[config.mk]
export PLATFORM = sky130hd
export DESIGN_NAME = adrv9001_serdes_pack
export DESIGN_NICKNAME = d
export VERILOG_FILES = /design/src/rtl/adrv9001_serdes_pack.sv
export SDC_FILE = /design/constraint.sdc
export NUM_CORES = 1
export LEC_CHECK = 0
export BUFFER_PORTS_ARGS = -buffer_cell sky130_fd_sc_hd__buf_2
export CAP_MARGIN = 10
export CORE_ASPECT_RATIO = 1.2
export CORE_MARGIN = 8
export CORE_UTILIZATION = 35
export CTS_BUF_LIST = sky130_fd_sc_hd__clkbuf_4 sky130_fd_sc_hd__clkbuf_8
export DETAILED_ROUTE_END_ITERATION = 8
export PLACE_DENSITY = 0.61
export SKIP_LAST_GASP = 1
export SLEW_MARGIN = 10
export SYNTH_ARGS = -nofsm -noshare
export SYNTH_HDL_FRONTEND = slang
export SYNTH_SLANG_ARGS = --single-unit
[constraint.sdc]
create_clock -name clk -period 4.3 [get_ports clk]
set_clock_uncertainty 0.1 [all_clocks]
set_input_delay 0.86 -clock clk [delete_from_list [all_inputs] [get_ports clk]]
set_output_delay 0.86 -clock clk [all_outputs]
set_load 0.05 [all_outputs]
[src/rtl/adrv9001_serdes_pack.sv]
// rtl/adrv9001_serdes_pack.sv - ADRV9001 receive SSI packer: strobe alignment, I/Q word assembly, lock monitor
module adrv9001_serdes_pack #(
  parameter int LOCK_ERR_MAX = 3
) (
  input  logic        clk,
  input  logic        rst,
  input  logic        enable,
  input  logic [7:0]  strb_in,
  input  logic [7:0]  i_in,
  input  logic [7:0]  q_in,
  output logic [31:0] m_axis_tdata,
  output logic        m_axis_tvalid,
  output logic        locked,
  output logic [2:0]  align_offset,
  output logic [15:0] err_cnt
);

  typedef enum logic [1:0] {SEARCH, CONFIRM, LOCKED} state_t;

  localparam logic [3:0] ERR_MAX = 4'(LOCK_ERR_MAX);

  state_t      state, state_nxt;
  logic [7:0]  s_b0, s_b1, s_b2;
  logic [7:0]  i_b0, i_b1, i_b2;
  logic [7:0]  q_b0, q_b1, q_b2;
  logic [23:0] w_s, w_i, w_q;
  logic        phase, phase_nxt;
  logic [3:0]  consec, consec_nxt;
  logic [15:0] err_nxt;
  logic [2:0]  offset_nxt;
  logic [31:0] tdata_nxt;
  logic        tvalid_nxt;
  logic        err_inc;
  logic [7:0]  match;
  logic        hit;
  logic [2:0]  hit_k;
  logic        cur_match;

  // 16-bit word whose MSB sits at window index 16+k
  function automatic logic [15:0] pick(input logic [23:0] w, input logic [2:0] k);
    pick = w[{2'b10, k} -: 16];
  endfunction

  assign w_s = {s_b2, s_b1, s_b0};
  assign w_i = {i_b2, i_b1, i_b0};
  assign w_q = {q_b2, q_b1, q_b0};

  always_comb begin
    match = '0;
    hit   = 1'b0;
    hit_k = 3'd0;
    for (int k = 0; k < 8; k++) begin
      match[k] = (pick(w_s, 3'(k)) == 16'h8000);
    end
    // later iterations win, so the highest matching offset is taken
    for (int k = 0; k < 8; k++) begin
      if (match[k]) begin
        hit   = 1'b1;
        hit_k = 3'(k);
      end
    end
  end

  assign cur_match = match[align_offset];

  always_comb begin
    state_nxt  = state;
    phase_nxt  = ~phase;
    consec_nxt = consec;
    offset_nxt = align_offset;
    tdata_nxt  = m_axis_tdata;
    tvalid_nxt = 1'b0;
    err_inc    = 1'b0;
    if (!enable) begin
      state_nxt  = SEARCH;
      phase_nxt  = 1'b0;
      consec_nxt = 4'd0;
    end else begin
      case (state)
        SEARCH: begin
          phase_nxt = 1'b0;
          if (hit) begin
            offset_nxt = hit_k;
            state_nxt  = CONFIRM;
          end
        end
        CONFIRM: begin
          if (phase) begin
            if (cur_match) begin
              tvalid_nxt = 1'b1;
              tdata_nxt  = {pick(w_i, align_offset), pick(w_q, align_offset)};
              state_nxt  = LOCKED;
            end else begin
              err_inc   = 1'b1;
              state_nxt = SEARCH;
            end
          end
        end
        LOCKED: begin
          if (phase) begin
            if (cur_match) begin
              tvalid_nxt = 1'b1;
              tdata_nxt  = {pick(w_i, align_offset), pick(w_q, align_offset)};
              consec_nxt = 4'd0;
            end else begin
              err_inc = 1'b1;
              if (consec == ERR_MAX - 4'd1) begin
                state_nxt  = SEARCH;
                consec_nxt = 4'd0;
              end else begin
                consec_nxt = consec + 4'd1;
              end
            end
          end
        end
        default: begin
          state_nxt = SEARCH;
        end
      endcase
    end
    err_nxt = (err_inc && err_cnt != 16'hFFFF) ? err_cnt + 16'd1 : err_cnt;
  end

  always_ff @(posedge clk or posedge rst) begin
    if (rst) begin
      s_b0 <= '0; s_b1 <= '0; s_b2 <= '0;
      i_b0 <= '0; i_b1 <= '0; i_b2 <= '0;
      q_b0 <= '0; q_b1 <= '0; q_b2 <= '0;
    end else begin
      s_b0 <= strb_in; s_b1 <= s_b0; s_b2 <= s_b1;
      i_b0 <= i_in;    i_b1 <= i_b0; i_b2 <= i_b1;
      q_b0 <= q_in;    q_b1 <= q_b0; q_b2 <= q_b1;
    end
  end

  always_ff @(posedge clk or posedge rst) begin
    if (rst) begin
      state         <= SEARCH;
      phase         <= 1'b0;
      consec        <= 4'd0;
      align_offset  <= 3'd0;
      err_cnt       <= 16'd0;
      m_axis_tdata  <= 32'd0;
      m_axis_tvalid <= 1'b0;
    end else begin
      state         <= state_nxt;
      phase         <= phase_nxt;
      consec        <= consec_nxt;
      align_offset  <= offset_nxt;
      err_cnt       <= err_nxt;
      m_axis_tdata  <= tdata_nxt;
      m_axis_tvalid <= tvalid_nxt;
    end
  end

  assign locked = (state == LOCKED);

endmodule

==> results of run 1 <==
==> cells in the final DEF, fill, tap and decap left out, types with 3 or more instances in the layout <==
cell / instances
dfrtp_1: 129
buf_2: 79
nand2_1: 51
mux2_2: 39
o21ai_0: 35
mux2i_1: 31
nor2_1: 26
clkbuf_8: 20
a21oi_1: 19
xnor2_1: 15
o211ai_1: 12
inv_1: 9
and4_1: 9
mux2_1: 9
nand3_1: 8
a31oi_1: 7
nor3_1: 7
buf_4: 7
mux4_2: 6
ha_1: 6
a211oi_1: 5
and3_1: 5
o2111ai_1: 5
bufinv_16: 5
nor4_1: 4
o31ai_1: 4
or2_2: 4
clkinv_2: 4
or3b_2: 3
or4_1: 3
or4b_2: 3
==> worst min path at each step <==
stage | from | end | slack [ps] | cells after the start
5_1_grt | i_b0[0]$_DFF_PP0_ | i_b1[0]$_DFF_PP0_ | 260 | 0
3_3_place_gp | s_b0[0]$_DFF_PP0_ | s_b1[0]$_DFF_PP0_ | 230 | 0
2_1_floorplan | i_b0[0]$_DFF_PP0_ | i_b1[0]$_DFF_PP0_ | 230 | 0
4_1_cts | i_b0[0]$_DFF_PP0_ | i_b1[0]$_DFF_PP0_ | 250 | 0
3_5_place_dp | i_b0[0]$_DFF_PP0_ | i_b1[0]$_DFF_PP0_ | 240 | 0
6_report | i_b0[0]$_DFF_PP0_ | i_b1[0]$_DFF_PP0_ | 250 | 0
==> Yosys cell counts (2+ instances only) <==
cell	n	area share, %
nor2b_1	2	0.21
o31ai_1	4	0.50
xnor2_1	15	2.2
and4_1	9	1.3
nand4_1	2	0.21
mux2_1	9	1.7
o21ai_0	35	2.9
or2_2	4	0.42
buf_2	4	0.33
o2111ai_1	5	0.73
or4b_1	2	0.33
nand2_1	51	3.2
nand3_1	8	0.67
nor4_1	4	0.42
mux2_2	39	7.3
or3b_2	3	0.44
o211ai_1	12	1.5
and3_1	5	0.52
or4b_2	3	0.50
inv_1	10	0.63
mux2i_1	31	5.2
mux4_2	6	2.3
a211oi_1	5	0.63
or4_1	3	0.38
a21oi_1	19	1.6
o21ai_1	2	0.17
clkbuf_1	18	1.1
nand2b_1	2	0.21
nor2_1	26	1.6
a21o_1	2	0.25
nor3b_1	2	0.25
nor3_1	7	0.58
buf_6	3	0.56
dfrtp_1	131	55
ha_1	6	1.3
a31oi_1	7	0.73
buf_1	5	0.31
==> per-layer routing <==
metal / global-route usage, % / vias to the layer above
met5: 0 / -
met4: 4.350 / 0
met3: 4.672 / 17
met2: 21.31 / 103
met1: 14.69 / 2094
li1: - / 2019
==> cell families after synthesis <==
kind of cell,count (synthesis),synth area share [%]
compound gates,96,9.691
xor+xnor,16,2.339
fa+ha+maj,6,1.253
buf+inv,41,3.028
flops,131,54.72
mux,85,16.46
simple gates,141,12.51
==> worst reg2reg max path, delay by kind of cell (launching register included) <==
kind	cells	cell delay, ps
compound gates	1	120
buf+inv	4	1360
mux	2	660
flops	1	370
simple gates	2	360
==> through the flow <==
stage          setup slack [ps]  utilization (%)  area [sq um]  hold WS [ps]  cells
2_1_floorplan              1506                -          5995         231.2    516
3_3_place_gp               1341            39.14          6595         232.4    789
3_5_place_dp               1204            39.14          6595         237.0    789
4_1_cts                    1195            41.91          7063         251.8    821
5_1_grt                    1027            41.91          7063         255.5    821
6_report                   1218            41.91          7063         248.6    821
==> registers in the layout, indices dropped and copies added (netlist names) <==
| register | cells |
|---|---|
| align_offset | 3 |
| consec | 4 |
| err_cnt | 16 |
| i_b0 | 8 |
| i_b1 | 8 |
| i_b2 | 8 |
| m_axis_tdata | 32 |
| m_axis_tvalid | 1 |
| phase | 1 |
| q_b0 | 8 |
| q_b1 | 8 |
| q_b2 | 8 |
| s_b0 | 8 |
| s_b1 | 8 |
| s_b2 | 8 |
| state | 2 |
==> final cells by class <==
type / instances / area, sq um / share of cell area [%]
Clock inverter: 10 / 177.7 / 2.515
Tap cell: 216 / 270.3 / 3.826
Clock buffer: 22 / 290.3 / 4.110
Multi-Input combinational cell: 344 / 2531 / 35.84
Inverter: 11 / 45.04 / 0.6377
Sequential cell: 131 / 3281 / 46.45
Timing Repair Buffer: 87 / 467.9 / 6.625
==> power by group through the flow <==
stage	Sequential [mW]	Combinational [mW]	Clock, mW
after floorplan	1.32	0.0848	0
final	1.30	0.131	1.20
after detailed placement	1.32	0.133	0
after global routing	1.31	0.149	1.30
after global placement	1.32	0.131	0
after CTS	1.30	0.133	1.24
==> flow_metrics.env, run 1 <==
export IMPL_outcome="finished clean"
export IMPL_path_delay_family="buffers and inverters"
export IMPL_worst_pin_slew_ps=1048
export IMPL_crit_arrival_ps=3300
export IMPL_max_stage_delay_ps=540
export IMPL_reg2reg_to="m_axis_tdata[9]$_DFFE_PP0P_"
export IMPL_cp_required_ps=4520
export IMPL_cts_tree="yes"
export IMPL_crit_path_top_delay_cell="buf_4"
export IMPL_synth_warning_count=0
export IMPL_drive_above_1_share_pct=29.59
export IMPL_maxSlewViolCount=0
export IMPL_finalNetCount=625
export IMPL_detail_route_vias_per_cell=5.156
export IMPL_cts_path_max_buffers=2
export IMPL_path_buf_inv=4
export IMPL_power_mw=2.631
export IMPL_postCtsSetupBuffers=0
export IMPL_grt_pass1_vias=4485
export IMPL_p_switching_uw=563.8
export IMPL_post_route_min_period_ps=3082
export IMPL_netSwitchingFraction_pct=21.43
export IMPL_clk_pin_slew_ps=70
export IMPL_root_buffer="clkbuf_8"
export IMPL_grt_setup_unrepaired="false"
export IMPL_htree_levels=4
export IMPL_tns_ps=0
export IMPL_worst_setup_path_end_kind="flop"
export IMPL_cts_sinks=131
export IMPL_route_met3_wl_um=795
export IMPL_die_area_sq_mm=0.02158
export IMPL_ir_drop_mv=0.2182
export IMPL_routed_top_layer="met4"
export IMPL_die_x_um=135.4
export IMPL_worstSkewPairLatency_ps=440
export IMPL_dr_pass1_iters=4
export IMPL_r2r_cells=9
export IMPL_die_h_um=159.3
export IMPL_ys_seq_elements=131
export IMPL_p_leak_nw=3.185
export IMPL_critPathMaxFanout=48
export IMPL_p_int_mw=2.067
export IMPL_antenna_found_initial=0
export IMPL_syn2layout_area_growth_pct=17.90
export IMPL_syn_inst=516
export IMPL_hold_viol_final=0
export IMPL_grt_pass1_wl_um=22240
export IMPL_core_sq_mm=0.01685
export IMPL_ctsHoldBuffers=0
export IMPL_holdCritPathClass="reg -> reg"
export IMPL_wire_per_inst_um=16.07
export IMPL_fin_crit_sh_pct=71.68
export IMPL_antenna_left=0
export IMPL_syn_num_nets=549
export IMPL_async_reset_ff_share_pct=100.0
export IMPL_drt_wl_total_um=13200
export IMPL_clockPowerShare_pct=45.6
export IMPL_seqPwrFrac_pct=49.4
export IMPL_crit_reg2reg_launch="align_offset[1]$_DFFE_PP0P_"
export IMPL_crit_path_end="m_axis_tdata[9]$_DFFE_PP0P_"
export IMPL_startpoint_type="flop"
export IMPL_cts_buffers=17
export IMPL_row_count=52
export IMPL_place_congestion=0.8285
export IMPL_ys_flop_type="dfrtp_1"
export IMPL_vias=4233
export IMPL_post_dp_hpwl_um=9235
export IMPL_grt_max_degree=132
export IMPL_crit_chain="buf_4 > inv_1 > mux2i_1 > a32oi_1 > and3_1 > buf_4 > nor3_4 > buf_4 > mux2_2"
export IMPL_antennaDiodeCount=0
export IMPL_drtIter0Drc=398
export IMPL_crit_top_cell="buf_4"
export IMPL_synth_edf_count=0
export IMPL_n_fill_cell=1607
export IMPL_r2r_slack_ps=1220
export IMPL_finalSetupViolCount=0
export IMPL_synth_cell_types=52
export IMPL_path_class="reg -> reg"
export IMPL_maxCapViolations=0
export IMPL_crit_start="align_offset[1]$_DFFE_PP0P_"
export IMPL_p_comb_share_pct=5.0
export IMPL_yosysSeqAreaShare_pct=54.72
export IMPL_io_buffers=79
export IMPL_io_pins=80
export IMPL_wl_met1_um=5574
export IMPL_start_util_pct=35.55
export IMPL_grt_util_all_layers_pct=12.77
export IMPL_synth_area_per_cell_sq_um=11.61
export IMPL_fmax_mhz=324.4
export IMPL_drc_errors=0
export IMPL_crit_cells=9
export IMPL_cts_resized=0
export IMPL_relSlewSlack_pct=29.83
export IMPL_p_per_area_mw_per_mm2=372.5
export IMPL_wl_met2_um=6638
export IMPL_netlist_area_sq_mm=0.005991
export IMPL_overflow=0
Power figures use the tool's default switching activity.
==> run 2, diff against run 1 <==
clock period = 2.6 ns   (was 4.3 ns; I/O delays follow)
==> flow_metrics.env, run 2 (synthesis gave the netlist of run 1 again) <==
export IMPL_outcome="finished clean"
export IMPL_dp_cells=800
export IMPL_dr_pass1_iters=4
export IMPL_cts_path_max_buffers=2
export IMPL_fmax_mhz=396.4
export IMPL_drive_above_1_share_pct=32.74
export IMPL_route_met3_wl_um=617
export IMPL_cts_buffers=17
export IMPL_maxCapViolations=0
export IMPL_drt_wl_total_um=14100
export IMPL_final_hold_worst_slack_ps=77.04
export IMPL_post_dp_hpwl_um=10140
export IMPL_die_area_sq_mm=0.02158
export IMPL_holdCritPathClass="in -> async"
export IMPL_seqPwrFrac_pct=50.9
export IMPL_io_buffers=79
export IMPL_post_route_min_period_ps=2523
export IMPL_path_class="reg -> reg"
export IMPL_p_comb_share_pct=5.5
export IMPL_reg_top3="m_axis_tdata x32, err_cnt x16"
export IMPL_regMostFlops="m_axis_tdata"
export IMPL_netSwitchingFraction_pct=23.18
export IMPL_grt_pass1_wl_um=22980
export IMPL_p_leak_nw=3.261
export IMPL_routed_top_layer="met4"
export IMPL_antennaDiodeCount=0
export IMPL_place_area_sq_mm=0.006716
export IMPL_overflow=0
export IMPL_grt_util_all_layers_pct=13.54
export IMPL_cts_tree="yes"
export IMPL_hold_viol_final=0
export IMPL_row_count=52
export IMPL_fin_area_sq_mm=0.007256
export IMPL_fin_crit_sh_pct=97.03
export IMPL_maxSlewViolCount=0
export IMPL_start_util_pct=35.55
export IMPL_final_cell_mix="128 x dfrtp_1, 79 x buf_2, 51 x nand2_1"
export IMPL_wl_met1_um=5582
export IMPL_crit_start="s_b1[4]$_DFF_PP0_"
export IMPL_wl_met2_um=7747
export IMPL_antenna_left=0
export IMPL_p_int_mw=3.250
export IMPL_crit_reg2reg_launch="s_b1[4]$_DFF_PP0_"
export IMPL_startpoint_type="flop"
export IMPL_cts_sinks=131
export IMPL_worst_setup_path_end_kind="flop"
export IMPL_detail_route_vias_per_cell=5.166
export IMPL_finalNetCount=640
export IMPL_p_per_area_mw_per_mm2=583.0
export IMPL_htree_levels=4
export IMPL_drc_errors=0
export IMPL_clockPowerShare_pct=43.6
export IMPL_vias=4319
export IMPL_drtIter0Drc=221
export IMPL_die_x_um=135.4
export IMPL_worst_pin_slew_ps=671.6
export IMPL_relSlewSlack_pct=55.13
export IMPL_grt_setup_unrepaired="false"
export IMPL_grt_pass1_vias=4511
export IMPL_p_switching_uw=980.4
export IMPL_n_fill_cell=1595
export IMPL_ir_drop_mv=0.3634
export IMPL_core_sq_mm=0.01685
export IMPL_cp_required_ps=2830
export IMPL_syn2layout_area_growth_pct=21.12
export IMPL_layout_commonest_cell="dfrtp_1"
export IMPL_antenna_found_initial=0
export IMPL_largest_reg_flops=32
export IMPL_crit_arrival_ps=2750
export IMPL_finalSetupViolCount=0
export IMPL_clk_pin_slew_ps=70
export IMPL_tns_ps=0
export IMPL_die_h_um=159.3
export IMPL_critPathMaxFanout=8
export IMPL_wire_per_inst_um=16.87
export IMPL_place_congestion=0.8123
export IMPL_fin_cells=836
export IMPL_root_buffer="clkbuf_8"
export IMPL_grt_max_degree=50
export IMPL_worstSkewPairLatency_ps=440
export IMPL_io_pins=80
run 2: changes by cell type in the layout (fill, tap and decap cells not counted), sizes merged:
cell	previous run	this run
buf	87	101
bufinv	5	3
clkinvlp	2	4
inv	9	11
clkinv	5	4
run 2: final timing paths:
kind / endpoint / slack, ps / cells past startpoint
setup / recovery: m_axis_tdata[19]$_DFFE_PP0P_ / 80 / 8
setup reg to reg: m_axis_tdata[19]$_DFFE_PP0P_ / 80 / 8
min in group clk: s_b0[1]$_DFF_PP0_ / 80 / 1
hold reg to reg: q_b1[0]$_DFF_PP0_ / 250 / 0
max in group asynchronous: err_cnt[0]$_DFFE_PP0P_ / 1670 / 3
hold / removal: i_b0[7]$_DFF_PP0_ / 80 / 2
run 2: metal layers:
layer / up-vias / track usage, %
li1: 2036 / -
met4: 0 / 4.047
met2: 95 / 24.28
met5: - / 0
met3: 12 / 4.703
met1: 2176 / 14.46
run 2: worst max-delay path, cell delays in order, from the launching register on:
cell and delay [ps]:
dfrtp_1 380, or4_4 580, nor4_1 260, a32oi_1 90
and3_4 210, nor3_4 150, buf_6 160, clkbuf_16 150
mux2_2 330
run 2: metrics by stage:
stage | utilization, % | total power, mW | worst slack [ps]
6_report | 43.06 | 4.230 | 77.21
5_1_grt | 43.06 | 4.427 | 0.9466
3_3_place_gp | 39.86 | 2.421 | 27.65
2_1_floorplan | - | 2.327 | 25.23
3_5_place_dp | 39.86 | 2.427 | -35.00
4_1_cts | 42.78 | 4.297 | -2.913
run 2: timing repair:
action                     4_1_cts  5_1_grt
setup endpoints to repair       31       50
hold buffers                     0        0
pin swaps                        2        1
gates resized for setup          2       11
gates cloned                     1        1
setup buffers                    3        0
run 2: power by group through the flow:
stage                     logic (mW)  registers [mW]  clock network, mW
after floorplan                0.140            2.19                  0
after global placement         0.233            2.19                  0
after detailed placement       0.237            2.19                  0
after CTS                      0.239            2.15               1.91
after global routing           0.266            2.16               2.00
final                          0.234            2.15               1.84
run 2: layout make-up:
type	instances	area, sq um	share of cell area, %
Sequential cell	131	3282	45.23
Multi-Input combinational cell	344	2577	35.52
Timing Repair Buffer	102	643.1	8.864
Clock buffer	21	289.0	3.983
Tap cell	216	270.3	3.725
Clock inverter	11	148.9	2.052
Inverter	11	45.04	0.6208
